==> config.mk <==
export PLATFORM = sky130hd
export DESIGN_NAME = conv33_seq_ctrl_flat
export DESIGN_NICKNAME = d
export VERILOG_FILES = /design/src/rtl/conv33_seq_ctrl_if.sv /design/src/rtl/conv33_seq_ctrl.sv /design/src/flat_wrapper.sv
export SDC_FILE = /design/constraint.sdc
export NUM_CORES = 1
export LEC_CHECK = 0
export ABC_AREA = 0
export BUFFER_PORTS_ARGS = -buffer_cell sky130_fd_sc_hd__buf_2
export CORE_AREA = 4 4 56 58
export DETAILED_ROUTE_END_ITERATION = 12
export DIE_AREA = 0 0 60 62
export PLACE_DENSITY = 0.88
export REMOVE_ABC_BUFFERS = 1
export SLEW_MARGIN = 20
export SYNTH_ARGS = -nofsm -noshare
export SYNTH_HDL_FRONTEND = slang
export SYNTH_SLANG_ARGS = --single-unit
export TNS_END_PERCENT = 20
==> constraint.sdc <==
create_clock -name clk -period 6.1 [get_ports clk]
set_clock_uncertainty 0.2 [all_clocks]
set_input_delay 1.22 -clock clk [delete_from_list [all_inputs] [get_ports clk]]
set_output_delay 1.22 -clock clk [all_outputs]
set_load 0.1 [all_outputs]
==> src/rtl/conv33_seq_ctrl_if.sv <==
`default_nettype none
// ============================================================================
//  Module   : conv33_seq_ctrl_if
//  Purpose  : Handshake/status bundle between the 3x3 convolution frame
//             sequencer and its neighbours (frame source, line buffer,
//             compute stage, output control).
//  Signals  : start, pix_valid, out_ready      -> into the sequencer
//             pix_ready, lb_wr_en, win_valid,
//             out_row, out_col, busy, done     <- out of the sequencer
//  Modports : master = environment side, slave = sequencer side
//  Revision : 1.0 - initial release
// ============================================================================
interface conv33_seq_ctrl_if #(
  parameter int IMG_W = 28,
  parameter int IMG_H = 28
);
  localparam int CW = $clog2(IMG_W);
  localparam int RW = $clog2(IMG_H);

  logic          start;
  logic          pix_valid;
  logic          pix_ready;
  logic          out_ready;
  logic          lb_wr_en;
  logic          win_valid;
  logic [RW-1:0] out_row;
  logic [CW-1:0] out_col;
  logic          busy;
  logic          done;

  modport master (
    output start, pix_valid, out_ready,
    input  pix_ready, lb_wr_en, win_valid, out_row, out_col, busy, done
  );

  modport slave (
    input  start, pix_valid, out_ready,
    output pix_ready, lb_wr_en, win_valid, out_row, out_col, busy, done
  );
endinterface
`default_nettype wire

==> src/rtl/conv33_seq_ctrl.sv <==
`default_nettype none
// ============================================================================
//  Module   : conv33_seq_ctrl
//  Purpose  : Frame-level sequencer for the 3x3 convolution datapath. Accepts
//             one feature map pixel by pixel, drives the line-buffer write
//             enable, flags every cycle with a complete 3x3 window (tagged with
//             its output coordinates), waits out the downstream pipeline after
//             the last pixel and then pulses done.
//  Ports    : clk  - clock, rising edge
//             rst  - asynchronous reset, active high
//             bus  - conv33_seq_ctrl_if.slave (start, pix_valid, out_ready in;
//                    pix_ready, lb_wr_en, win_valid, out_row, out_col, busy,
//                    done out)
//  Revision : 1.0 - initial release
// ============================================================================
module conv33_seq_ctrl #(
  parameter int IMG_W    = 28,
  parameter int IMG_H    = 28,
  parameter int PIPE_LAT = 2
) (
  input  wire logic        clk,
  input  wire logic        rst,
  conv33_seq_ctrl_if.slave bus
);
  localparam int CW = $clog2(IMG_W);
  localparam int RW = $clog2(IMG_H);
  localparam int DW = (PIPE_LAT < 1) ? 1 : $clog2(PIPE_LAT + 1);

  localparam logic [CW-1:0] C_COL_LAST = CW'(IMG_W - 1);
  localparam logic [RW-1:0] C_ROW_LAST = RW'(IMG_H - 1);
  localparam logic [CW-1:0] C_COL_TWO  = CW'(2);
  localparam logic [RW-1:0] C_ROW_TWO  = RW'(2);
  localparam logic [CW-1:0] C_COL_ONE  = CW'(1);
  localparam logic [RW-1:0] C_ROW_ONE  = RW'(1);
  localparam logic [DW-1:0] C_DRN_ONE  = DW'(1);
  localparam logic [DW-1:0] C_DRN_LOAD = DW'(PIPE_LAT);

  typedef enum logic [1:0] {
    ST_IDLE  = 2'd0,
    ST_LOAD  = 2'd1,
    ST_DRAIN = 2'd2,
    ST_DONE  = 2'd3
  } state_t;

  state_t        r_state;
  logic [CW-1:0] r_col;
  logic [RW-1:0] r_row;
  logic [DW-1:0] r_drain;
  logic          r_win_valid;
  logic [RW-1:0] r_out_row;
  logic [CW-1:0] r_out_col;
  logic          r_busy;
  logic          r_done;

  logic w_pix_ready;
  logic w_fire;
  logic w_win_hit;

  // Back-pressure from the output side directly gates pixel acceptance, so a
  // stalled downstream never receives a new window in the same cycle.
  assign w_pix_ready = (r_state == ST_LOAD) & bus.out_ready;
  assign w_fire      = w_pix_ready & bus.pix_valid;
  // Window completes when the incoming pixel is at least the third row and
  // third column (pre-increment counters).
  assign w_win_hit   = (r_row >= C_ROW_TWO) & (r_col >= C_COL_TWO);

  always_ff @(posedge clk or posedge rst) begin
    if (rst) begin
      r_state     <= ST_IDLE;
      r_col       <= '0;
      r_row       <= '0;
      r_drain     <= '0;
      r_win_valid <= 1'b0;
      r_out_row   <= '0;
      r_out_col   <= '0;
      r_busy      <= 1'b0;
      r_done      <= 1'b0;
    end else begin
      r_win_valid <= 1'b0;
      r_done      <= 1'b0;
      case (r_state)
        ST_IDLE: begin
          if (bus.start) begin
            r_state <= ST_LOAD;
            r_row   <= '0;
            r_col   <= '0;
            r_busy  <= 1'b1;
          end
        end
        ST_LOAD: begin
          if (w_fire) begin
            if (w_win_hit) begin
              r_win_valid <= 1'b1;
              r_out_row   <= r_row - C_ROW_TWO;
              r_out_col   <= r_col - C_COL_TWO;
            end
            if (r_col == C_COL_LAST) begin
              r_col <= '0;
              if (r_row == C_ROW_LAST) begin
                r_row   <= '0;
                r_state <= ST_DRAIN;
                r_drain <= C_DRN_LOAD;
              end else begin
                r_row <= r_row + C_ROW_ONE;
              end
            end else begin
              r_col <= r_col + C_COL_ONE;
            end
          end
        end
        ST_DRAIN: begin
          // Counter runs PIPE_LAT..0, i.e. PIPE_LAT+1 cycles in this state.
          if (r_drain == '0) begin
            r_state <= ST_DONE;
            r_busy  <= 1'b0;
            r_done  <= 1'b1;
          end else begin
            r_drain <= r_drain - C_DRN_ONE;
          end
        end
        ST_DONE: begin
          r_state <= ST_IDLE;
        end
        default: begin
          r_state <= ST_IDLE;
          r_busy  <= 1'b0;
        end
      endcase
    end
  end

  assign bus.pix_ready = w_pix_ready;
  assign bus.lb_wr_en  = w_fire;
  assign bus.win_valid = r_win_valid;
  assign bus.out_row   = r_out_row;
  assign bus.out_col   = r_out_col;
  assign bus.busy      = r_busy;
  assign bus.done      = r_done;

endmodule
`default_nettype wire

==> src/flat_wrapper.sv <==
// flat-port wrapper written by rule: the top's interface ports become plain ports
module conv33_seq_ctrl_flat 
#(
  parameter int IMG_W    = 28,
  parameter int IMG_H    = 28,
  parameter int PIPE_LAT = 2
)
  (clk, rst, bus_start, bus_pix_valid, bus_out_ready, bus_pix_ready, bus_lb_wr_en, bus_win_valid, bus_out_row, bus_out_col, bus_busy, bus_done);
  conv33_seq_ctrl_if #(.IMG_W(IMG_W), .IMG_H(IMG_H)) bus_i ();
  input  wire logic clk;
  input  wire logic rst;
  input wire logic [$bits(bus_i.start)-1:0] bus_start;
  input wire logic [$bits(bus_i.pix_valid)-1:0] bus_pix_valid;
  input wire logic [$bits(bus_i.out_ready)-1:0] bus_out_ready;
  output wire logic [$bits(bus_i.pix_ready)-1:0] bus_pix_ready;
  output wire logic [$bits(bus_i.lb_wr_en)-1:0] bus_lb_wr_en;
  output wire logic [$bits(bus_i.win_valid)-1:0] bus_win_valid;
  output wire logic [$bits(bus_i.out_row)-1:0] bus_out_row;
  output wire logic [$bits(bus_i.out_col)-1:0] bus_out_col;
  output wire logic [$bits(bus_i.busy)-1:0] bus_busy;
  output wire logic [$bits(bus_i.done)-1:0] bus_done;
  assign bus_i.start = bus_start;
  assign bus_i.pix_valid = bus_pix_valid;
  assign bus_i.out_ready = bus_out_ready;
  assign bus_pix_ready = bus_i.pix_ready;
  assign bus_lb_wr_en = bus_i.lb_wr_en;
  assign bus_win_valid = bus_i.win_valid;
  assign bus_out_row = bus_i.out_row;
  assign bus_out_col = bus_i.out_col;
  assign bus_busy = bus_i.busy;
  assign bus_done = bus_i.done;
  conv33_seq_ctrl #(.IMG_W(IMG_W), .IMG_H(IMG_H), .PIPE_LAT(PIPE_LAT)) u_core (.clk(clk), .rst(rst), .bus(bus_i));
endmodule
Word-level counts from Yosys, hierarchy flattened --
Cells that the tools add are included.
Operators by class: add/sub/neg operators 5, multiply operators 0, div/mod/pow operators 0, order comparisons 2, equality and inequality tests 11, shift-type cells 0, muxes and demuxes 24, bitwise logic cells 3, reductions and logical operators 11
Operator list (number):
- $mux 5 | 6
- $pmux 5 s2 | 2
- $mux 2 | 6
- $add 5x1->5 const B | 2
- $eq 5x5->1 const B | 2
- $ge 5x2->1 const B | 2
- $ne 2x2->1 const B | 5
- $reduce_and 5->1 | 2
- $sub 5x2->5 const B | 2
- $reduce_and 3->1 | 3
- $pmux 2 s4 | 1
- $mux 1 | 7
- $reduce_bool 2->1 | 3
- $eq 2x2->1 const B | 2
- $logic_not 2->1 | 2
- $pmux 2 s2 | 1
- $reduce_and 4->1 | 1
- $and 1x1->1 | 3
- $eq 2x1->1 const B | 1
- $ne 2x1->1 const B | 1
- $pmux 1 s2 | 1
- $sub 2x1->2 const B | 1
Word-level totals: bits in registers 27, latch bits 0, RAM bits 0, ROM bits 0, input port bits 5, memories 0

Logic depth before layout (Yosys ltp) --
word-level depth 5, depth in mapped cells 8

Least setup slack after synthesis --
Ideal clock, no wire load.
path type input to output, start point in bus_pix_valid, end point out bus_lb_wr_en, data arrival time 2.106 ns, setup slack 2.574 ns, stages 3, path through and2_1 > nand2_1 > inv_1
Between the ends: longest elaborated chain between the ends 1
Ends and longest elaborated chain:
- from (decl) | RTL line flat_wrapper.sv:13 | input wire logic [$bits(bus_i.pix_valid)-1:0] bus_pix_valid;
- $and 1x1->1 | RTL line conv33_seq_ctrl.sv:62 | assign w_fire = w_pix_ready & bus.pix_valid;
- to (decl) | RTL line flat_wrapper.sv:16 | output wire logic [$bits(bus_i.lb_wr_en)-1:0] bus_lb_wr_en;
Every way passes these cells.

Worst setup path in the final report --
start point in bus_out_ready, end point out bus_lb_wr_en
Between the ends: longest elaborated chain between the ends 2
Ends and longest elaborated chain:
- from (decl) | RTL line flat_wrapper.sv:14 | input wire logic [$bits(bus_i.out_ready)-1:0] bus_out_ready;
- $and 1x1->1 | RTL line conv33_seq_ctrl.sv:61 | assign w_pix_ready = (r_state == ST_LOAD) & bus.out_ready;
- $and 1x1->1 | RTL line conv33_seq_ctrl.sv:62
Every way passes these cells.

==> impl_metrics.tcl <==
set metrics [dict create \
    cts_made_buffers 3 \
    first_pass_iters 4 \
    clock_sinks 27 \
    drcViolationCount 0 \
    clock_latency_ns 0.32 \
    path_class "in -> out" \
    cp-end-kind "primary output" \
    synth.area.mux_share_pct 5.26 \
    gr-total-overflow 0 \
    post-dp-hpwl_um 2290 \
    postCtsHoldBufs 0 \
    setup_viol 0 \
    dpl_cell_area_um2 1670 \
    post-place-ws_ns 2.50 \
    synth_top_flop_cell "dfrtp_1" \
    slew_headroom_pct 34.8 \
    finalNetCount 189 \
    cts-root-buf "clkbuf_4" \
    cp-start-kind "input pin" \
    antenna_cells 0 \
    fmax_mhz 277 \
    yosys.area_share.xor_xnor_pct 2.23 \
    required_ns 4.68 \
    grt_setup_unrepaired "false" \
    antenna_found_initial 0 \
    start_util_pct 59.0 \
    synth_area_per_cell_um2 10.2 \
    num_io_pins 20 \
    worstReg2RegStart "u_core.r_state[1]" \
    grt_max_degree 28 \
    track_usage_pct 18.0 \
    worst-r2r-setup-slack_ns 3.59 \
    path_max_fanout 6 \
    status "completed" \
    power_per_cell_area_nw_per_um2 399 \
    ir_drop_mv 0.434 \
    ant_nets 0 \
    synthSimpleGateAreaFrac_pct 13.1 \
    cts_setup_buffers 0 \
    seq_area_frac_synth_pct 43.0 \
    post-route-period-util_pct 59.2 \
    yosysMostFrequentCell "dfrtp_1" \
    dieArea_um2 3720 \
    rows 19 \
    drv_cap 0 \
    worst_slack_ns 2.49 \
    yosys-top-cells-count "dfrtp_1, inv_1, o21ai_0" \
    drv_slew 0 \
    synth_edf_count 0 \
    drt_iter0_markers 78 \
    synth_top_family_by_area "compound AO/OA/AOI/OAI gates" \
    num_vias 1219 \
    syn_to_final_growth_pct 7.97 \
    die_h_um 62 \
    synth_area_um2 1570 \
    tightest_slew_ns 0.972 \
    via_per_inst 6.03 \
    yosysTopAreaCell "dfrtp_1" \
    coreArea_um2 2660 \
    placed_cells_incl_taps 198 \
    p_leak_nw 0.806 \
    ys_ff_latch 27 \
    final.setup.tns_ns 0 \
    yosysUniqueCellTypes 40 \
    hp-start "u_core.r_drain[1]" \
    cts_tree "done" \
    dieWidth_um 60 \
    r2r_cells 7 \
    cts_buffer_depth 2 \
    ys_async_sr_fraction_pct 100 \
    path_clk_slew_ns 0.14 \
    hold_class "reg -> reg" \
    synth_compound_area_share_pct 19.7 \
    fin_area_um2 1700 \
    fin_cells 202 \
    port_buffers 19 \
    layout_min_cycle_time_ns 3.61 \
    hold_depth 1 \
    wl_per_cell_um 15.2 \
    wl_um 3060 \
    grt_first_pass_wirelength_um 5050 \
    cts_resized 0 \
    layout-drive-gt1-share_pct 19.3 \
    synth-warning-count 0 \
    synth_top_area_share_pct 43.0 \
    globalplace.congestion 0.788 \
    cts-htree-levels 1 \
    crit_path_start "bus_out_ready" \
    yosys.area_share.adder_pct 9.56 \
    hold_violations 0 \
    syn-instance-count 154 \
    grt_pass1_vias 1171 \
    worstPathArrival_ns 2.19 \
    min_to "u_core.r_drain[1]" \
    synth.top_cells.by_area "dfrtp_1, ha_1, o21ai_0" \
    reg2reg_to "u_core.r_row[4]" \
]
-- power by group --
group          internal, mW  switching (mW)
Sequential            0.219          0.0495
Clock                0.0256          0.0501
Combinational        0.0809           0.251
Total                 0.325           0.351
-- registers in the layout, indices dropped and copies added, names as in the netlist --
signal                cells
u_core.r_col              5
u_core.r_row              5
u_core.r_drain            2
u_core.bus.win_valid      1
u_core.r_state            2
u_core.bus.out_col        5
u_core.bus.busy           1
u_core.bus.done           1
u_core.bus.out_row        5
-- final cells by class --
class                   count  area [um2]
flip-flops and latches     27         676
inverters                  19        76.3
clock buffers               4        26.3
fillers                   220         967
well taps                  31        38.8
multi-input cells         102         783
repair buffers             19        95.1
-- cell usage in the layout, fill, tap and decap left out, drive strengths merged, types with 2 or more instances in the layout --
master,n
a2111oi,2
a21oi,7
a31oi,4
and2,4
and4b,2
buf,19
clkbuf,4
dfrtp,27
ha,12
inv,18
mux2,6
nand2,12
nand3,5
nand4,2
nor3,4
o21ai,14
o31ai,5
o32a,2
or3,2
xor2,4
-- layer usage --
| metal | track usage (%) | vias up | share of wire [%] |
|---|---|---|---|
| met5 | 0 | - | 0 |
| met4 | 6.96 | 0 | 1.1 |
| met3 | 3.31 | 5 | 5.8 |
| li1 | - | 588 | - |
| met2 | 31.9 | 34 | 51 |
| met1 | 21.5 | 592 | 42 |
-- worst max-delay path, stage by stage --
cell,delay [ns]
buf_2,0.08
and2_1,0.15
nand2_1,0.16
inv_1,0.14
buf_2,0.44
-- kinds of logic (layout without fill, tap and decap cells) --
| group | Yosys count | in the layout |
|---|---|---|
| muxes | 6 | 6 |
| buffers and inverters | 25 | 42 |
| DFF | 27 | 27 |
| and+or+nand+nor | 38 | 38 |
| adders and majority gates | 12 | 12 |
| xor gates and xnor gates | 4 | 4 |
| AOI/OAI and AO/OA | 42 | 42 |
-- how the worst max path moves through the flow --
| stage | to | cells past startpoint | slack [ns] |
|---|---|---|---|
| floorplan | bus_lb_wr_en | 3 | 2.56 |
| finish | bus_lb_wr_en | 5 | 2.49 |
| CTS | bus_lb_wr_en | 5 | 2.50 |
| global placement | bus_lb_wr_en | 5 | 2.54 |
| global route | bus_lb_wr_en | 5 | 2.42 |
| detailed placement | bus_lb_wr_en | 5 | 2.50 |
-- per-stage QoR --
stage	util, %	hold WS (ns)	total power [mW]
after floorplan	-	0.260	0.546
after global placement	62.7	0.277	0.594
after detailed placement	62.7	0.283	0.605
after CTS	63.7	0.315	0.681
after global routing	63.7	0.334	0.714
final	63.7	0.313	0.676
Power figures use the tool's default switching activity.
